[src/rtl/bin2bcd_if.sv]
// bin2bcd_if: control and data bundle between a binary source and bin2bcd_seq.
interface bin2bcd_if #(parameter int IN_WIDTH = 14);
  logic enable;
  logic start;
  logic [IN_WIDTH-1:0] bin_in;
  logic [15:0] bcd_out;
  logic busy;
  logic done;
  logic overflow;
  modport master (output enable, start, bin_in, input bcd_out, busy, done, overflow);
  modport slave (input enable, start, bin_in, output bcd_out, busy, done, overflow);
endinterface

[src/rtl/bin2bcd_seq.sv]
// bin2bcd_seq: one-bit-per-cycle shift/add-3 binary to packed 4-digit BCD converter.
// Define BIN2BCD_LEADING_BLANK_EN to replace leading zero digits with the blank code 4'hF.
module bin2bcd_seq #(
  parameter int IN_WIDTH = 14,
  parameter logic [15:0] SAT_BCD = 16'h9999
) (
  input logic clk,
  input logic reset,
  bin2bcd_if.slave bus
);
  localparam int CW = $clog2(IN_WIDTH);
  typedef enum logic [1:0] {IDLE, SHIFT, DONE} state_t;
  state_t state_q;
  logic [IN_WIDTH-1:0] sh_q;
  logic [15:0] scr_q, adj, res_d, bcd_q;
  logic [CW-1:0] cnt_q;
  logic busy_q, done_q, ovf_q, ovc_q;
  // Per-nibble add-3 with no carry between digits; the shift below does the carrying.
  always_comb begin
    for (int i = 0; i < 4; i++)
      adj[4*i+:4] = (scr_q[4*i+:4] >= 4'd5) ? scr_q[4*i+:4] + 4'd3 : scr_q[4*i+:4];
  end
`ifdef BIN2BCD_LEADING_BLANK_EN
  logic z3, z2, z1;
  assign z3 = scr_q[15:12] == 4'd0;
  assign z2 = z3 && scr_q[11:8] == 4'd0;
  assign z1 = z2 && scr_q[7:4] == 4'd0;
  assign res_d = ovc_q ? SAT_BCD : {z3 ? 4'hF : scr_q[15:12], z2 ? 4'hF : scr_q[11:8],
                                    z1 ? 4'hF : scr_q[7:4], scr_q[3:0]};
`else
  assign res_d = ovc_q ? SAT_BCD : scr_q;
`endif
  always_ff @(posedge clk) begin
    if (reset) begin
      state_q <= IDLE;
      sh_q <= '0;
      scr_q <= '0;
      cnt_q <= '0;
      bcd_q <= '0;
      busy_q <= 1'b0;
      done_q <= 1'b0;
      ovf_q <= 1'b0;
      ovc_q <= 1'b0;
    end else if (bus.enable) begin
      done_q <= 1'b0;
      case (state_q)
        IDLE: begin
          busy_q <= bus.start;
          if (bus.start) begin
            sh_q <= bus.bin_in;
            scr_q <= '0;
            cnt_q <= CW'(IN_WIDTH - 1);
            ovc_q <= 32'(bus.bin_in) > 32'd9999;
            state_q <= SHIFT;
          end
        end
        SHIFT: begin
          {scr_q, sh_q} <= {adj, sh_q} << 1;
          cnt_q <= cnt_q - 1'b1;
          if (cnt_q == '0) state_q <= DONE;
        end
        DONE: begin
          bcd_q <= res_d;
          ovf_q <= ovc_q;
          done_q <= 1'b1;
          state_q <= IDLE;
        end
        default: state_q <= IDLE;
      endcase
    end
  end
  assign bus.bcd_out = bcd_q;
  assign bus.busy = busy_q;
  // A pending done is held back while the clock enable is low.
  assign bus.done = done_q & bus.enable;
  assign bus.overflow = ovf_q;
endmodule

[src/flat_wrapper.sv]
// flat-port wrapper written by rule: the top's interface ports become plain ports
module bin2bcd_seq_flat 
#(
  parameter int IN_WIDTH = 14,
  parameter logic [15:0] SAT_BCD = 16'h9999
)
  (clk, reset, bus_enable, bus_start, bus_bin_in, bus_bcd_out, bus_busy, bus_done, bus_overflow);
  bin2bcd_if #(.IN_WIDTH(IN_WIDTH)) bus_i ();
  input logic clk;
  input logic reset;
  input wire logic [$bits(bus_i.enable)-1:0] bus_enable;
  input wire logic [$bits(bus_i.start)-1:0] bus_start;
  input wire logic [$bits(bus_i.bin_in)-1:0] bus_bin_in;
  output wire logic [$bits(bus_i.bcd_out)-1:0] bus_bcd_out;
  output wire logic [$bits(bus_i.busy)-1:0] bus_busy;
  output wire logic [$bits(bus_i.done)-1:0] bus_done;
  output wire logic [$bits(bus_i.overflow)-1:0] bus_overflow;
  assign bus_i.enable = bus_enable;
  assign bus_i.start = bus_start;
  assign bus_i.bin_in = bus_bin_in;
  assign bus_bcd_out = bus_i.bcd_out;
  assign bus_busy = bus_i.busy;
  assign bus_done = bus_i.done;
  assign bus_overflow = bus_i.overflow;
  bin2bcd_seq #(.IN_WIDTH(IN_WIDTH), .SAT_BCD(SAT_BCD)) u_core (.clk(clk), .reset(reset), .bus(bus_i));
endmodule
[config.mk]
export PLATFORM = sky130hd
export DESIGN_NAME = bin2bcd_seq_flat
export DESIGN_NICKNAME = d
export VERILOG_FILES = /design/src/rtl/bin2bcd_if.sv /design/src/rtl/bin2bcd_seq.sv /design/src/flat_wrapper.sv
export SDC_FILE = /design/constraint.sdc
export NUM_CORES = 1
export LEC_CHECK = 0
export CAP_MARGIN = 10
export CELL_PAD_IN_SITES_DETAIL_PLACEMENT = 0
export CELL_PAD_IN_SITES_GLOBAL_PLACEMENT = 1
export CORE_UTILIZATION = 47
export CTS_CLUSTER_SIZE = 24
export DETAILED_ROUTE_END_ITERATION = 6
export DONT_BUFFER_PORTS = 1
export GPL_TIMING_DRIVEN = 0
export PLACE_DENSITY_LB_ADDON = 0.1
export SYNTH_ARGS = -nofsm -noshare
export SYNTH_HDL_FRONTEND = slang
export SYNTH_SLANG_ARGS = --single-unit
export TNS_END_PERCENT = 5
[constraint.sdc]
create_clock -name clk -period 1.8 [get_ports clk]
set_clock_uncertainty 0.1 [all_clocks]
set_input_delay 0.27 -clock clk [delete_from_list [all_inputs] [get_ports clk]]
set_output_delay 0.27 -clock clk [all_outputs]
set_load 0.005 [all_outputs]
=== After elaboration in Yosys (flattened, before gate mapping) ===
Cells that the tools add are included.

* Output and inout bits: 19
* Bits in registers: 56
* Word-level logic and storage cells: 47
* Input port bits: 18

* Magnitude comparators: 5
* Mux-type cells: 15
* Bitwise logic cells: 1
* $add $sub $neg: 5
* Reduce and logical (&&, ||, !) cells: 8
* Equality and inequality tests: 4

{| class="wikitable"
|+ Operators with widths
! kind !! number
|-
| 16-bit 2-to-1 mux || 2
|-
| 16-bit one-hot mux with 2 select lines || 1
|-
| 14-bit one-hot mux with 2 select lines || 1
|-
| 4-bit by 3-bit greater-or-equal comparator with 1-bit output, second input constant || 4
|-
| 4-bit 2-to-1 mux || 4
|-
| 14-bit greater-than comparator, second input constant || 1
|-
| 14-bit 2-to-1 mux || 1
|-
| 4-bit by 2-bit adder with 4-bit output, second input constant || 3
|-
| 3-bit AND reduction || 3
|-
| 4-bit one-hot mux with 2 select lines || 1
|-
| 4-bit logical NOT || 1
|-
| 2-bit 2-to-1 mux || 2
|-
| 2-bit one-hot mux with 2 select lines || 1
|-
| 2-bit AND reduction || 2
|-
| 4-bit by 1-bit subtractor with 4-bit output, second input constant || 1
|-
| 3-bit by 2-bit adder with 3-bit output, second input constant || 1
|-
| 3-bit 2-to-1 mux || 1
|-
| 2-bit by 1-bit equality test with 1-bit output, second input constant || 1
|-
| 2-bit equality test, second input constant || 1
|-
| 2-bit logical NOT || 1
|-
| 2-bit by 1-bit inequality test with 1-bit output, second input constant || 1
|-
| 2-bit inequality test, second input constant || 1
|-
| 2-bit nonzero test || 1
|-
| 1-bit bitwise AND || 1
|-
| 1-bit 2-to-1 mux || 1
|}

=== Logic depth before layout (Yosys ltp) ===
Gate-level depths: netlist (run 1).

* Depth after elaboration: 3
* Gate-level depth with buffers: 6

=== Worst setup path after synthesis (run 1) ===
No wires, ideal clock.

* Path type: reg2reg
* From: register u_core.scr_q[1]
* To: register u_core.scr_q[4]
* Required time: 1583 ps
* Data arrival time: 1223 ps
* Stages on the path, launching flop included: 7
* Slack: 361 ps
* Path through: dfxtp_1 > inv_1 > ha_1 > nand2b_1 > a21oi_1 > nor3_1 > a22o_1

* Longest elaborated chain between the ends: 3

{| class="wikitable"
|+ Ends and longest elaborated chain
! element !! RTL line !! RTL
|-
| from (decl) || bin2bcd_seq.sv:15 || <nowiki>logic [15:0] scr_q, adj, res_d, bcd_q;</nowiki>
|-
| from (signal assigned) || bin2bcd_seq.sv:58 || <nowiki>{scr_q, sh_q} <= {adj, sh_q} << 1;</nowiki>
|-
| 4-bit by 2-bit adder with 4-bit output or 4-bit by 3-bit greater-or-equal comparator with 1-bit output (tied branches) || bin2bcd_seq.sv:21 || <nowiki>adj[4*i+:4] = (scr_q[4*i+:4] >= 4'd5) ? scr_q[4*i+:4] + 4'd3 : scr_q[4*i+:4];</nowiki>
|-
| 4-bit 2-to-1 mux * || bin2bcd_seq.sv:21 ||
|-
| 16-bit one-hot mux with 2 select lines * || bin2bcd_seq.sv:46 || <nowiki>case (state_q)</nowiki>
|}

Mark *: on every way between the ends. The rest lies on a longest branch, timed or not.
A chain may end at the register's enable or synchronous reset.

=== Worst setup path after layout (run 1) ===
* From: register u_core.state_q[0]
* To: register u_core.bcd_q[13] (netlist: u_core.bus.bcd_out[13])

* Longest elaborated chain between the ends: 2

{| class="wikitable"
|+ Ends and longest elaborated chain
! element !! RTL line !! RTL
|-
| from (decl) || bin2bcd_seq.sv:13 || <nowiki>state_t state_q;</nowiki>
|-
| from (signal assigned) || bin2bcd_seq.sv:35 || <nowiki>state_q <= IDLE;</nowiki>
|-
| from (signal assigned) || bin2bcd_seq.sv:54 || <nowiki>state_q <= SHIFT;</nowiki>
|-
| from (signal assigned) || bin2bcd_seq.sv:60 || <nowiki>if (cnt_q == '0) state_q <= DONE;</nowiki>
|-
| 2-bit equality test || bin2bcd_seq.sv:46 ||
|-
| 2-bit AND reduction (no source line) || -- ||
|-
| to (signal assigned) || bin2bcd_seq.sv:63 || <nowiki>bcd_q <= res_d;</nowiki>
|-
| to (decl) || bin2bcd_seq.sv:15 ||
|}

Every way passes these cells.

==> results of run 1 <==
through the flow:
step / utilization / setup WS, ns / std cells
finish: 0.533 / 0.156 / 361
global route: 0.533 / -0.00442 / 361
CTS: 0.531 / 0.0409 / 361
detailed placement: 0.514 / 0.0748 / 353
global placement: 0.514 / 0.102 / 353
floorplan: - / 0.361 / 283
routing by layer:
metal,track usage,vias up,routed length [µm]
li1,-,1010,-
met1,0.298,930,2830
met2,0.309,34,2470
met3,0.0470,6,208
met4,0.0692,0,66
met5,0,-,0
layout make-up:
cell class,instances,area (µm²),area share
Sequential cell,56,1120,0.407
Clock buffer,8,90.1,0.0327
Multi-Input combinational cell,199,1320,0.477
Buffer,17,101,0.0368
Inverter,11,41.3,0.0150
Tap cell,70,87.6,0.0318
synth_stat cells (all sizes together):
cell / number / share of area
dfxtp: 56 / 0.44
nor2: 43 / 0.067
nor3: 28 / 0.055
a21oi: 24 / 0.047
mux2i: 17 / 0.066
a211oi: 14 / 0.055
buf: 13 / 0.034
a22o: 11 / 0.038
inv: 11 / 0.016
o21ai: 10 / 0.019
ha: 9 / 0.044
xnor2: 9 / 0.031
nand2b: 7 / 0.017
nor3b: 7 / 0.022
nand3: 5 / 0.0097
clkbuf: 4 / 0.0058
nand2: 4 / 0.0058
a22oi: 2 / 0.0058
nand3b: 2 / 0.0073
a21o: 1 / 0.0029
a32oi: 1 / 0.0034
and2: 1 / 0.0024
nand4b: 1 / 0.0034
nor4: 1 / 0.0024
or2: 1 / 0.0024
or3: 1 / 0.0024
flip-flops by register name, summed over array words and instances (netlist names):
register,count
u_core.bus.busy,1
u_core.scr_q,16
u_core.bus.bcd_out,16
u_core.done_q,1
u_core.ovc_q,1
u_core.cnt_q,4
u_core.state_q,2
u_core.sh_q,14
u_core.bus.overflow,1
kinds of logic (layout without fill, tap and decap cells):
| kind of cell | Yosys count | count (layout) | share of synthesized area |
|---|---|---|---|
| and+or+nand+nor | 101 | 101 | 0.197 |
| AOI/OAI and AO/OA | 63 | 63 | 0.170 |
| DFF | 56 | 56 | 0.436 |
| buffers and inverters | 28 | 36 | 0.0555 |
| muxes | 17 | 17 | 0.0662 |
| adders and majority gates | 9 | 9 | 0.0438 |
| xor gates and xnor gates | 9 | 9 | 0.0307 |
how the worst max path moves through the flow:
stage / startpoint / end / slack (ns)
after floorplan: u_core.scr_q[1] / u_core.scr_q[4] / 0.36
after global placement: u_core.state_q[0] / u_core.scr_q[13] / 0.10
after detailed placement: u_core.state_q[0] / u_core.scr_q[13] / 0.07
after CTS: u_core.state_q[0] / u_core.scr_q[13] / 0.04
after global routing: u_core.state_q[0] / u_core.bus.bcd_out[0] / -0.004
final: u_core.state_q[0] / u_core.bus.bcd_out[13] / 0.16
critical path, cell delays in order (launching register included):
cell and delay, ns:
dfxtp_1 0.32, buf_2 0.21, nand3b_1 0.34, buf_2 0.30, nor3_1 0.07, a21oi_1 0.13
nor2_1 0.05
power by group:
part           switching (µW)  leakage (µW)  internal (µW)
clock network             393     0.0000455            315
logic                     171      0.000557            114
registers                26.4      0.000455           1290
total                     590       0.00106           1720
==> flow_metrics.tcl, run 1 <==
set metrics [dict create \
    worst_setup_path_start_kind "flop" \
    finalMaxSlewViolations 0 \
    grt_use_total 0.208 \
    tns_ns 0 \
    ys_ff_latch 56 \
    worstHoldPathCells 2 \
    cp-end-kind "flop" \
    rsz0062_at_grt "yes" \
    initial_core_util 0.497 \
    final_cell_mix "56 x dfxtp_1, 39 x nor2_1, 28 x nor3_1" \
    synth_nets 310 \
    first_global_vias 1828 \
    ff2ff_path_depth 6 \
    powerDensity_nw_per_um2 837 \
    dp_hpwl_um 3950 \
    io_buffer_count 0 \
    finalPower_uw 2310 \
    status "finished, final reports clean" \
    min_to "u_core.sh_q[0]" \
    slew_headroom 0.596 \
    clock_latency_ns 0.31 \
    wl_per_cell_um 15.4 \
    dpl_cell_area_um2 2660 \
    final_area_um2 2760 \
    die_x_um 75.9 \
    whs_ns 0.0115 \
    die_y_um 75.9 \
    syn_area_per_cell_um2 9.08 \
    r2r_slack_ns 0.16 \
    cts_max_level 2 \
    area_delta_synth_final_pct 7.31 \
    io_pins 37 \
    die-area_um2 5760 \
    fillers 499 \
    core_um2 5170 \
    cts_buffer_depth 2 \
    crit_path_max_fanout 10 \
    drc 0 \
    drt_iter0_drc 85 \
    ir_worst_vdd_mv 0.390 \
    ys_seq_area_frac 0.436 \
    path_class "reg2reg" \
    final_common_cell "dfxtp_1" \
    period_share 0.913 \
    path_clk_slew_ns 0.09 \
    cts_made_buffers 5 \
    placementRows 26 \
    cp.required_ns 1.88 \
    cp_data_arrival_time_ns 1.73 \
    drive_above_1_share 0.107 \
    syn-cell-area_um2 2570 \
    cts_root_buf "clkbuf_8" \
    final_net_count 317 \
    globalRouteOverflowTotal 0 \
    r2r-start "u_core.state_q[0]" \
    hold_path.startpoint "bus_bin_in[0]" \
    via_per_inst 5.48 \
    ctsResizeCount 0 \
    cts_hold_buf 0 \
    syn_inst 283 \
    finalSetupViolCount 0 \
    hold_viol 0 \
    max_freq_mhz 608 \
    cts_setup_buffers 0 \
    grt_start_max_net_pins 16 \
    antenna_cells 0 \
    clock-sinks 56 \
    antenna_found_initial 0 \
    synth_warnings 0 \
    tightest_slew_ns 0.603 \
    period_minus_slack_ns 1.64 \
    r2r_end "u_core.bus.bcd_out[13]" \
    synth_cell_type_count 34 \
    grt_pass1_wl_um 9470 \
    place_congestion 0.743 \
    first_pass_iters 4 \
    hold_path.class "in2reg" \
    ant_nets 0 \
    vias 1980 \
    maxCapViolations 0 \
    cts_tree "done" \
    leakage_uw 0.00106 \
    totalWireLength_um 5580 \
]
No activity file was read; power rests on OpenSTA's default activity.
==> run 2: changes to the inputs <==
Settings changed: SKIP_CTS_REPAIR_TIMING set to 1.
==> results of run 2 <==
Same layout as run 1: the final DEF is identical, and so are final timing and power.
==> run 3: changes to the inputs <==
Settings changed: CORE_MARGIN set to 2.
==> run 3 against run 2 <==
First-iteration DRC count fell by 14%. Register-to-register slack improved by 0.02 ns. Critical path type unchanged. Sequential power barely moved.
==> flow_metrics.tcl, run 3 (synthesized netlist as in run 1, its figures left out) <==
set metrics [dict create \
    dp_hpwl_um 4010 \
    worstHoldPathCells 2 \
    clock-sinks 56 \
    cp-end-kind "flop" \
    rsz0062_at_grt "no" \
    tightest_slew_ns 0.636 \
    die_x_um 77.9 \
    first_global_vias 1941 \
    cts_root_buf "clkbuf_8" \
    io_buffer_count 0 \
    dp.cells 353 \
    drt_iter0_drc 73 \
    final_common_cell "dfxtp_1" \
    antenna_cells 0 \
    antenna_found_initial 0 \
    r2r_slack_ns 0.18 \
    clock_latency_ns 0.32 \
    worst_setup_path_start_kind "flop" \
    finalSetupViolCount 0 \
    hold_path.class "in2reg" \
    ff2ff_path_depth 6 \
    grt_pass1_wl_um 9490 \
    io_pins 37 \
    maxCapViolations 0 \
    min_to "u_core.sh_q[0]" \
    period_share 0.902 \
    fillers 531 \
    cts_tree "done" \
    hold_path.startpoint "bus_bin_in[0]" \
    ant_nets 0 \
    wl_per_cell_um 15.9 \
    final-seq-area_um2 1120 \
    cp_data_arrival_time_ns 1.77 \
    path_class "reg2reg" \
    globalRouteOverflowTotal 0 \
    drc 0 \
    hold_viol 0 \
    ir_worst_vdd_mv 0.485 \
    slew_headroom 0.576 \
    cts_max_level 2 \
    max_freq_mhz 616 \
    path_clk_slew_ns 0.10 \
    tns_ns 0 \
    powerDensity_nw_per_um2 842 \
    leakage_uw 0.00106 \
    drive_above_1_share 0.110 \
    whs_ns 0.00657 \
    area_delta_synth_final_pct 7.40 \
    die-area_um2 6070 \
    final_net_count 318 \
    fin_cells 362 \
    place_congestion 0.809 \
    r2r-start "u_core.state_q[0]" \
    grt_start_max_net_pins 17 \
    core_um2 5200 \
    crit_path_max_fanout 9 \
    period_minus_slack_ns 1.62 \
    cp.required_ns 1.95 \
    fin_util 0.530 \
    grt_use_total 0.199 \
    multi_input_comb_area_um2 1310 \
    finalMaxSlewViolations 0 \
    totalWireLength_um 5760 \
    cts_buffer_depth 2 \
    vias 2018 \
    status "finished, final reports clean" \
    initial_core_util 0.494 \
    final_cell_mix "56 x dfxtp_1, 40 x nor2_1, 28 x nor3_1" \
    cts_made_buffers 5 \
    r2r_end "u_core.scr_q[3]" \
    via_per_inst 5.57 \
    finalPower_uw 2320 \
    placementRows 26 \
    first_pass_iters 4 \
    die_y_um 77.9 \
]
[run 3: final cells by class]
type,instances,share of cell area
Multi-Input combinational cell,199,0.474
Sequential cell,56,0.406
Buffer,17,0.0367
Tap cell,70,0.0317
Clock buffer,6,0.0299
Inverter,11,0.0150
Clock inverter,2,0.00363
Timing Repair Buffer,1,0.00272
[run 3: worst max-delay path by stage]
stage	start	to	slack, ns	cells past startpoint
2_1_floorplan	u_core.scr_q[1]	u_core.scr_q[4]	0.36	6
5_1_grt	u_core.ovc_q	u_core.bus.bcd_out[13]	0.002	5
4_1_cts	u_core.state_q[0]	u_core.scr_q[6]	0.07	4
3_5_place_dp	u_core.state_q[0]	u_core.bus.bcd_out[9]	0.14	6
3_3_place_gp	u_core.state_q[0]	u_core.scr_q[6]	0.08	4
6_report	u_core.state_q[0]	u_core.scr_q[3]	0.18	6
[run 3: worst max-delay path: stages, from the launching register on]
cell and delay [ns]:
dfxtp_1 0.32, buf_2 0.19, nand2b_1 0.08, buf_4 0.17
nor2_1 0.41, nand3_1 0.14, a21oi_1 0.15
[run 3: where the power goes]
group / switching (µW) / internal [µW] / leakage, µW
logic: 171 / 114 / 0.000559
clock network: 417 / 309 / 0.0000510
registers: 25.6 / 1290 / 0.000455
[run 3: metal layers]
layer | track usage | wire length [µm] | vias up
li1 | - | - | 1007
met1 | 0.281 | 2890 | 959
met2 | 0.295 | 2450 | 42
met3 | 0.0535 | 298 | 10
met4 | 0.0667 | 116 | 0
met5 | 0 | 0 | -
[run 3: stage by stage]
step	worst slack [ns]	cell area [µm²]
floorplan	0.361	2570
global placement	0.0836	2660
detailed placement	0.136	2660
CTS	0.0709	2750
global route	0.00230	2760
finish	0.176	2760
